==> config.mk <==
export PLATFORM = sky130hd
export DESIGN_NAME = whack_a_mole_core
export DESIGN_NICKNAME = d
export VERILOG_FILES = /design/src/rtl/whack_a_mole_core.sv
export SDC_FILE = /design/constraint.sdc
export NUM_CORES = 1
export LEC_CHECK = 0
export BUFFER_PORTS_ARGS = -buffer_cell sky130_fd_sc_hd__buf_4
export CAP_MARGIN = 20
export CORE_UTILIZATION = 55
export CTS_BUF_LIST = sky130_fd_sc_hd__clkbuf_8 sky130_fd_sc_hd__clkbuf_16
export DETAILED_ROUTE_END_ITERATION = 10
export GPL_ROUTABILITY_DRIVEN = 1
export MAX_ROUTING_LAYER = met4
export PLACE_DENSITY = 0.76
export SLEW_MARGIN = 20
export SYNTH_ARGS = -nofsm -noshare
export SYNTH_HDL_FRONTEND = slang
export SYNTH_SLANG_ARGS = --single-unit
export TNS_END_PERCENT = 30
==> constraint.sdc <==
create_clock -name clk -period 3.5 [get_ports clk]
set_input_delay 0.525 -clock clk [delete_from_list [all_inputs] [get_ports clk]]
set_output_delay 0.525 -clock clk [all_outputs]
set_load 0.03 [all_outputs]
==> src/rtl/whack_a_mole_core.sv <==
// Whack-a-mole game engine: lights one pseudo-random mole at a time, scores
// a hit when the matching switch toggles before the mole times out, and
// tracks lives, rounds and an optional shrinking time window.
module whack_a_mole_core #(
    parameter int unsigned N_MOLES      = 16,
    parameter int unsigned SCORE_W      = 6,
    parameter int unsigned LIVES        = 3,
    parameter int unsigned ROUNDS       = 32,
    parameter int unsigned TIMEOUT_INIT = 100_000_000,
    parameter int unsigned TIMEOUT_STEP = 5_000_000,
    parameter int unsigned TIMEOUT_MIN  = 20_000_000,
    parameter logic [15:0] LFSR_SEED    = 16'hACE1
) (
    input  logic               clk,
    input  logic               reset,
    input  logic               start,
    input  logic [N_MOLES-1:0] sw,
    output logic [N_MOLES-1:0] LED,
    output logic [SCORE_W-1:0] score_count,
    output logic [3:0]         lives_left,
    output logic               playing,
    output logic               game_over,
    output logic               hit_pulse,
    output logic               miss_pulse
);

    localparam int unsigned        IDX_W      = $clog2(N_MOLES);
    localparam int unsigned        RND_W      = $clog2(ROUNDS + 1);
    localparam logic [RND_W-1:0]   LAST_ROUND = RND_W'(ROUNDS);
    localparam logic [31:0]        T_INIT     = 32'(TIMEOUT_INIT);
    localparam logic [31:0]        T_STEP     = 32'(TIMEOUT_STEP);
    localparam logic [31:0]        T_MIN      = 32'(TIMEOUT_MIN);
    // Stepping down is allowed only while the result stays at or above the floor.
    localparam logic [32:0]        T_RAMP_THR = 33'(TIMEOUT_MIN) + 33'(TIMEOUT_STEP);
    localparam logic [SCORE_W-1:0] SCORE_MAX  = '1;
    localparam logic [N_MOLES-1:0] ONE_HOT_0  = N_MOLES'(1);

    typedef enum logic [1:0] {IDLE, PICK, ACTIVE, DONE} state_t;

    state_t             state;
    logic [15:0]        lfsr;
    logic [IDX_W-1:0]   prev_idx;
    logic [N_MOLES-1:0] sw_prev;
    logic [RND_W-1:0]   round;
    logic [31:0]        cur_timeout;
    logic [31:0]        timer;

    logic [15:0]        lfsr_next;
    logic [IDX_W-1:0]   pick_idx;
    logic [N_MOLES-1:0] toggle;
    logic               wrong;
    logic               scored;
    logic               missed;
    logic [RND_W-1:0]   round_next;
    logic [31:0]        ramped_timeout;

    // Next-LFSR value, mole choice and ACTIVE-state decision terms.
    always_comb begin
        // NOTE: every signal gets a value on every path, so no latch is inferred.
        lfsr_next      = {1'b0, lfsr[15:1]} ^ (lfsr[0] ? 16'hB400 : 16'h0000);
        pick_idx       = lfsr[IDX_W-1:0];
        if (pick_idx == prev_idx) begin
            pick_idx = pick_idx + 1'b1;
        end
        toggle         = sw ^ sw_prev;
        // LED holds the lit mole while ACTIVE, so it doubles as the hit mask.
        wrong          = |(toggle & ~LED);
        scored         = !wrong && |(toggle & LED);
        missed         = wrong || (!scored && timer == '0);
        round_next     = round + 1'b1;
        ramped_timeout = ({1'b0, cur_timeout} >= T_RAMP_THR) ? cur_timeout - T_STEP : T_MIN;
    end

    // Game FSM with all outputs registered on the decision edge.
    always_ff @(posedge clk) begin
        if (reset) begin
            state       <= IDLE;
            LED         <= '0;
            score_count <= '0;
            lives_left  <= '0;
            round       <= '0;
            cur_timeout <= T_INIT;
            timer       <= '0;
            hit_pulse   <= 1'b0;
            miss_pulse  <= 1'b0;
            lfsr        <= LFSR_SEED;
            prev_idx    <= '0;
            // NOTE: sw_prev loads the live switches so positions held through reset never look like toggles.
            sw_prev     <= sw;
        end else begin
            sw_prev    <= sw;
            lfsr       <= lfsr_next;
            hit_pulse  <= 1'b0;
            miss_pulse <= 1'b0;
            case (state)
                IDLE, DONE: begin
                    LED <= '0;
                    if (start) begin
                        score_count <= '0;
                        lives_left  <= 4'(LIVES);
                        round       <= '0;
                        cur_timeout <= T_INIT;
                        state       <= PICK;
                    end
                end
                PICK: begin
                    LED      <= ONE_HOT_0 << pick_idx;
                    prev_idx <= pick_idx;
                    timer    <= cur_timeout - 1'b1;
                    state    <= ACTIVE;
                end
                ACTIVE: begin
                    if (scored || missed) begin
                        LED   <= '0;
                        round <= round_next;
                        if (scored) begin
                            hit_pulse <= 1'b1;
                            if (score_count != SCORE_MAX) begin
                                score_count <= score_count + 1'b1;
                            end
                            if (TIMEOUT_STEP != 0) begin
                                cur_timeout <= ramped_timeout;
                            end
                        end else begin
                            miss_pulse <= 1'b1;
                            lives_left <= lives_left - 1'b1;
                        end
                        if ((missed && lives_left == 4'd1) || round_next == LAST_ROUND) begin
                            state <= DONE;
                        end else begin
                            state <= PICK;
                        end
                    end else begin
                        timer <= timer - 1'b1;
                    end
                end
            endcase
        end
    end

    assign playing   = (state == PICK) || (state == ACTIVE);
    assign game_over = (state == DONE);

endmodule

* After elaboration in Yosys (flattened, before gate mapping) *
Cells that the tools add are included.

storage, ports and cells
  register bits = 136
  input port bits = 19
  output and inout port bits = 30
  word-level logic and storage cells = 92

operators by class
  add/sub/neg operators = 7
  magnitude comparators = 1
  equal/unequal tests = 13
  shift-type cells = 1
  multiplexer cells = 28
  bitwise logic cells = 7
  reductions and logical operators = 23

operator list
  cell                                                   number
  two-way mux 32 bit                                     5
  case mux 32 bit (2 select lines)                       2
  subtractor 32 x 1 -> 32 bit, second input constant     2
  case mux 16 bit (3 select lines)                       1
  bitwise AND 16 bit                                     2
  >= comparator 32 x 25 -> 1 bit, second input constant  1
  zero test 32 bit                                       1
  two-way mux 16 bit                                     2
  OR reduction 16 bit                                    2
  subtractor 32 x 23 -> 32 bit, second input constant    1
  two-way mux 6 bit                                      5
  case mux 6 bit (2 select lines)                        2
  two-way mux 4 bit                                      4
  inverter 16 bit                                        1
  left shift 1 x 4 -> 16 bit, first input constant       1
  bitwise XOR 15 x 16 -> 16 bit                          1
  bitwise XOR 16 bit                                     1
  adder 6 x 1 -> 6 bit, second input constant            2
  != test 2 bit, second input constant                   6
  case mux 4 bit (2 select lines)                        1
  AND reduction 4 bit                                    2
  == test 6 bit, second input constant                   1
  two-way mux 2 bit                                      3
  != test 6 bit, second input constant                   1
  19 further kinds                                       30

* Depth between registers and ports, before layout *
  depth after elaboration = 13
  depth in mapped cells = 17
  mapped depth without buffers = 11

* Worst setup path before layout *
Ideal clock, no wire load.

  path kind = reg-to-reg
  start = reg state[0]
  end = reg timer[20]
  library setup time = 103 ps
  data arrival time = 3384 ps
  data required time = 3397 ps
  slack = 12 ps
  cell stages (with the launch flop) = 17
  buffers on the path = 6
  cells stage by stage = dfxtp_1 inv_1 ha_1 buf_2 buf_2 buf_2 buf_1 buf_1 clkbuf_1 nand2_1 ha_1 o21ai_1 or3_1 or3_1 nor2_1 nor3_1 a2111oi_2

on the way
  word-level cells in the longest chain between the ends = 3
  elaborated cells on any way between the ends = 6

ends and longest elaborated chain
  item                                                                  RTL line  text
  start, declared                                                       40        state_t state;
  start signal, assigned                                                77        state <= IDLE;
  start signal, assigned                                                103       state <= PICK;
  start signal, assigned                                                110       state <= ACTIVE;
  == test 2 bit or == test 2 x 1 -> 1 bit (tied branches)               95        case (state)
  != test 2 bit (no source line) or nonzero test 2 bit (tied branches)  n/a
  AND reduction 2 bit (no source line)                                  n/a
  end signal, assigned                                                  109       timer <= cur_timeout - 1'b1;
  end signal, assigned                                                  134       timer <= timer - 1'b1;
  end, declared                                                         46        logic [31:0] timer;

Several ways; a longest one is shown, not always the timed one.
A chain may end at the register's enable or synchronous reset.

* Final worst setup path *
  start = reg state[0]
  end = reg timer[29]

Same word-level chain as after synthesis.

==> key figures <==
Outcome
  – Outcome: completed

Drt
  – Iteration-0 DRC Markers: 569
  – Post-route DRC violation count: 0
  – DRT Wirelength: 18.3 mm
  – Via-to-Cell Ratio: 6.20
  – Routed length per instance: 17.3 um
  – DR vias: 6574
  – DRT antenna net count: 0
  – Drt pass-1 iters: 5

Synth
  – Post-synth top cells: dfxtp_1 (130), nor2_1 (109), nand2_1 (57), a21oi_1 (48)
  – Post-synth EDFFs: 0
  – Sequential share of the synthesized area: 37.7%
  – Yosys top cell by area: dfxtp_1
  – #FFs+latches synth: 130
  – Ys async rst share: 0%
  – Synth warnings: 0
  – Yosys cell types: 70
  – Synthesized area per cell: 8.14 sq um
  – Top-area cell type share of the netlist area: 37.7%
  – Synthesized area: 0.00691 sq mm
  – Most frequent cell after synthesis: dfxtp_1
  – Most used DFF post-synth: dfxtp_1
  – Cells after synthesis: 849
  – Syn_nets: 880
  – Area contributors post-synth: dfxtp_1 (38%), nor2_1 (5.9%), xnor2_1 (4.8%)

STA
  – Slew Limit Fails: 0
  – Fmax: 305 MHz
  – RSZ-0062 raised after global routing: false
  – Fin worst setup slack: 0.225 ns
  – Hold Vio Cnt, Final: 0
  – Minimum clock period: 3.27 ns
  – Slew HR: 33.1%
  – Final Setup Violations: 0
  – Actual slew at the worst max-slew pin: 1.00 ns
  – Setup TNS: 0 ns
  – Final Cycle Share: 93.6%
  – Final Skew: 0.0109 ns

Final layout
  – Diodes inserted: 0
  – Post-layout util: 66.2%
  – Synth-to-layout area growth: 16.1%
  – Final net count: 913
  – Layout cells sized above 1: 14.1%

Critical path
  – Critical Path Sink Type: flop
  – CP required: 3.82 ns
  – FF-to-FF End: timer[29]
  – CP Class: reg -> reg
  – Depth of the worst register-to-register path: 10
  – R2R Setup Slk: 0.23 ns
  – Critical Path Fanout Max: 21
  – Startpoint types: flop
  – CP arrival: 3.60 ns
  – Worst r2r src: state[0]

CTS
  – Max Root-Sink Buffers: 2
  – Hold-fix buffers, CTS: 0
  – CTS tree: built
  – Clock buffer count from CTS: 17
  – Postcts setup bufs: 0
  – TritonCTS Sinks: 130
  – Clock Latency Late Sink: 0.43 ns
  – H-Tree Level Count: 4
  – Clk pin slew, worst setup/hold paths: 0.06 ns
  – CTS-repair resized insts: 0
  – Root Buffer: clkbuf_16

Power and ir drop
  – Max VDD drop: 0.377 mV
  – Sequential share of power: 39.1%
  – PwrDens: 560 mW/mm^2
  – Clock power frac: 41.6%
  – Total power: 0.00449 W
  – Int Power: 0.00316 W
  – Switching pwr: 0.00133 W
  – Combinational power share: 19.3%
  – Leak pwr: 2.96 nW
  – Net Sw Frac: 29.7%

Global route
  – GRT Resource Usage Total: 30.4%
  – Largest net degree at the start of global routing: 93
  – Grt ovf: 0
  – Initial antenna violation count: 0
  – First-pass GRT wire length: 30.4 mm
  – Number of global-route vias before repair: 6155

Die
  – Die area: 0.0130 sq mm
  – Core ar.: 0.0121 sq mm
  – Height of the die: 114 um
  – I/O pins: 49
  – Num rows: 40
  – Die width: 114 um
  – Initial core utilization: 57.0%

Place
  – Pre-CTS setup slack: 0.225 ns
  – Post-DP HPWL: 12.3 mm
  – IO Port Bufs: 48
  – Routability cong.: 0.889

Job
  – Maxcap violations: 0

Worst hold path
  – WHS Path Cells: 1
  – Hold Startpoint: sw[14]
  – Hold Path Class: in -> reg
  – Hold path endpoint: sw_prev[14]
## cells by family after synthesis
group,synth area share [%]
simple gates,24.7
compound gates,21.1
flops,37.7
buf+inv,5.25
xor+xnor,7.48
fa+ha+maj,2.17
mux,1.56
## critical path, cell delays in order (launching register included)
cell and delay (ns):
dfxtp_1 0.34, inv_1 0.07, ha_2 0.49, buf_4 0.25, nor3b_2 0.25, o221ai_2 0.20
nor2_2 0.26, nand3b_4 0.14, or3_1 0.44, or4_1 0.42, a311oi_1 0.30
## how the worst max path moves through the flow
stage	endpoint	cells past startpoint	from
finish	timer[29]	10	state[0]
CTS	timer[29]	10	state[0]
floorplan	timer[20]	16	state[0]
global placement	timer[21]	7	timer[22]
global route	timer[29]	10	state[0]
detailed placement	timer[21]	9	sw[14]
## power groups by stage
stage                     clock network, W  registers (W)  logic [W]
after global routing               0.00196        0.00177   0.000951
after floorplan                          0        0.00173   0.000649
after CTS                          0.00189        0.00175   0.000853
after detailed placement                 0        0.00178   0.000846
after global placement                   0        0.00177   0.000817
final                              0.00187        0.00176   0.000865
## flip-flops by register name, summed over array words and instances, names as in the netlist
register / cells
LED: 16
cur_timeout: 26
hit_pulse: 1
lfsr: 16
lives_left: 4
miss_pulse: 1
prev_idx: 4
round: 6
score_count: 6
state: 2
sw_prev: 16
timer: 32
## area by class of cell
cell class | count | area (sq um)
Sequential cell | 130 | 2600
Clock inverter | 10 | 160
Timing Repair Buffer | 66 | 495
Tap cell | 168 | 210
Fill cell | 1012 | 4090
Inverter | 39 | 146
Multi-Input combinational cell | 628 | 3960
Clock buffer | 19 | 453
## per-layer routing
layer	share of wire [%]	track usage, %
met1	44	37.4
met2	48	48.4
met3	5.5	6.56
met4	2.5	12.2
met5	0	-
## through the flow
stage,hold slack (ns),cells,instance area (sq um)
after CTS,0.203,1060,8020
after global placement,0.395,1031,7410
after detailed placement,0.399,1031,7410
after global routing,0.201,1060,8020
after floorplan,0.389,849,6910
final,0.215,1060,8020
## layout by cell type, fill, tap and decap left out, types with 5 or more instances in the layout
cell type and instances:
dfxtp_1 130, buf_4 66, nor3b_1 7, a21oi_1 48
o21ai_0 34, or2_2 10, nor4_1 13, o31ai_1 8
nor3_1 37, o22ai_1 18, mux2i_1 6, or3_1 13
nand2_1 57, xnor2_1 38, xor2_1 21, ha_1 11
o211ai_1 12, a221oi_1 7, nor2_1 108, a211o_1 7
or4_1 5, nor2b_1 11, clkbuf_16 17, nand3_1 14
a22oi_1 15, and2_1 5, inv_1 39, nand4_1 21
a211oi_1 19, a31oi_1 7
Power figures use the tool's default switching activity.
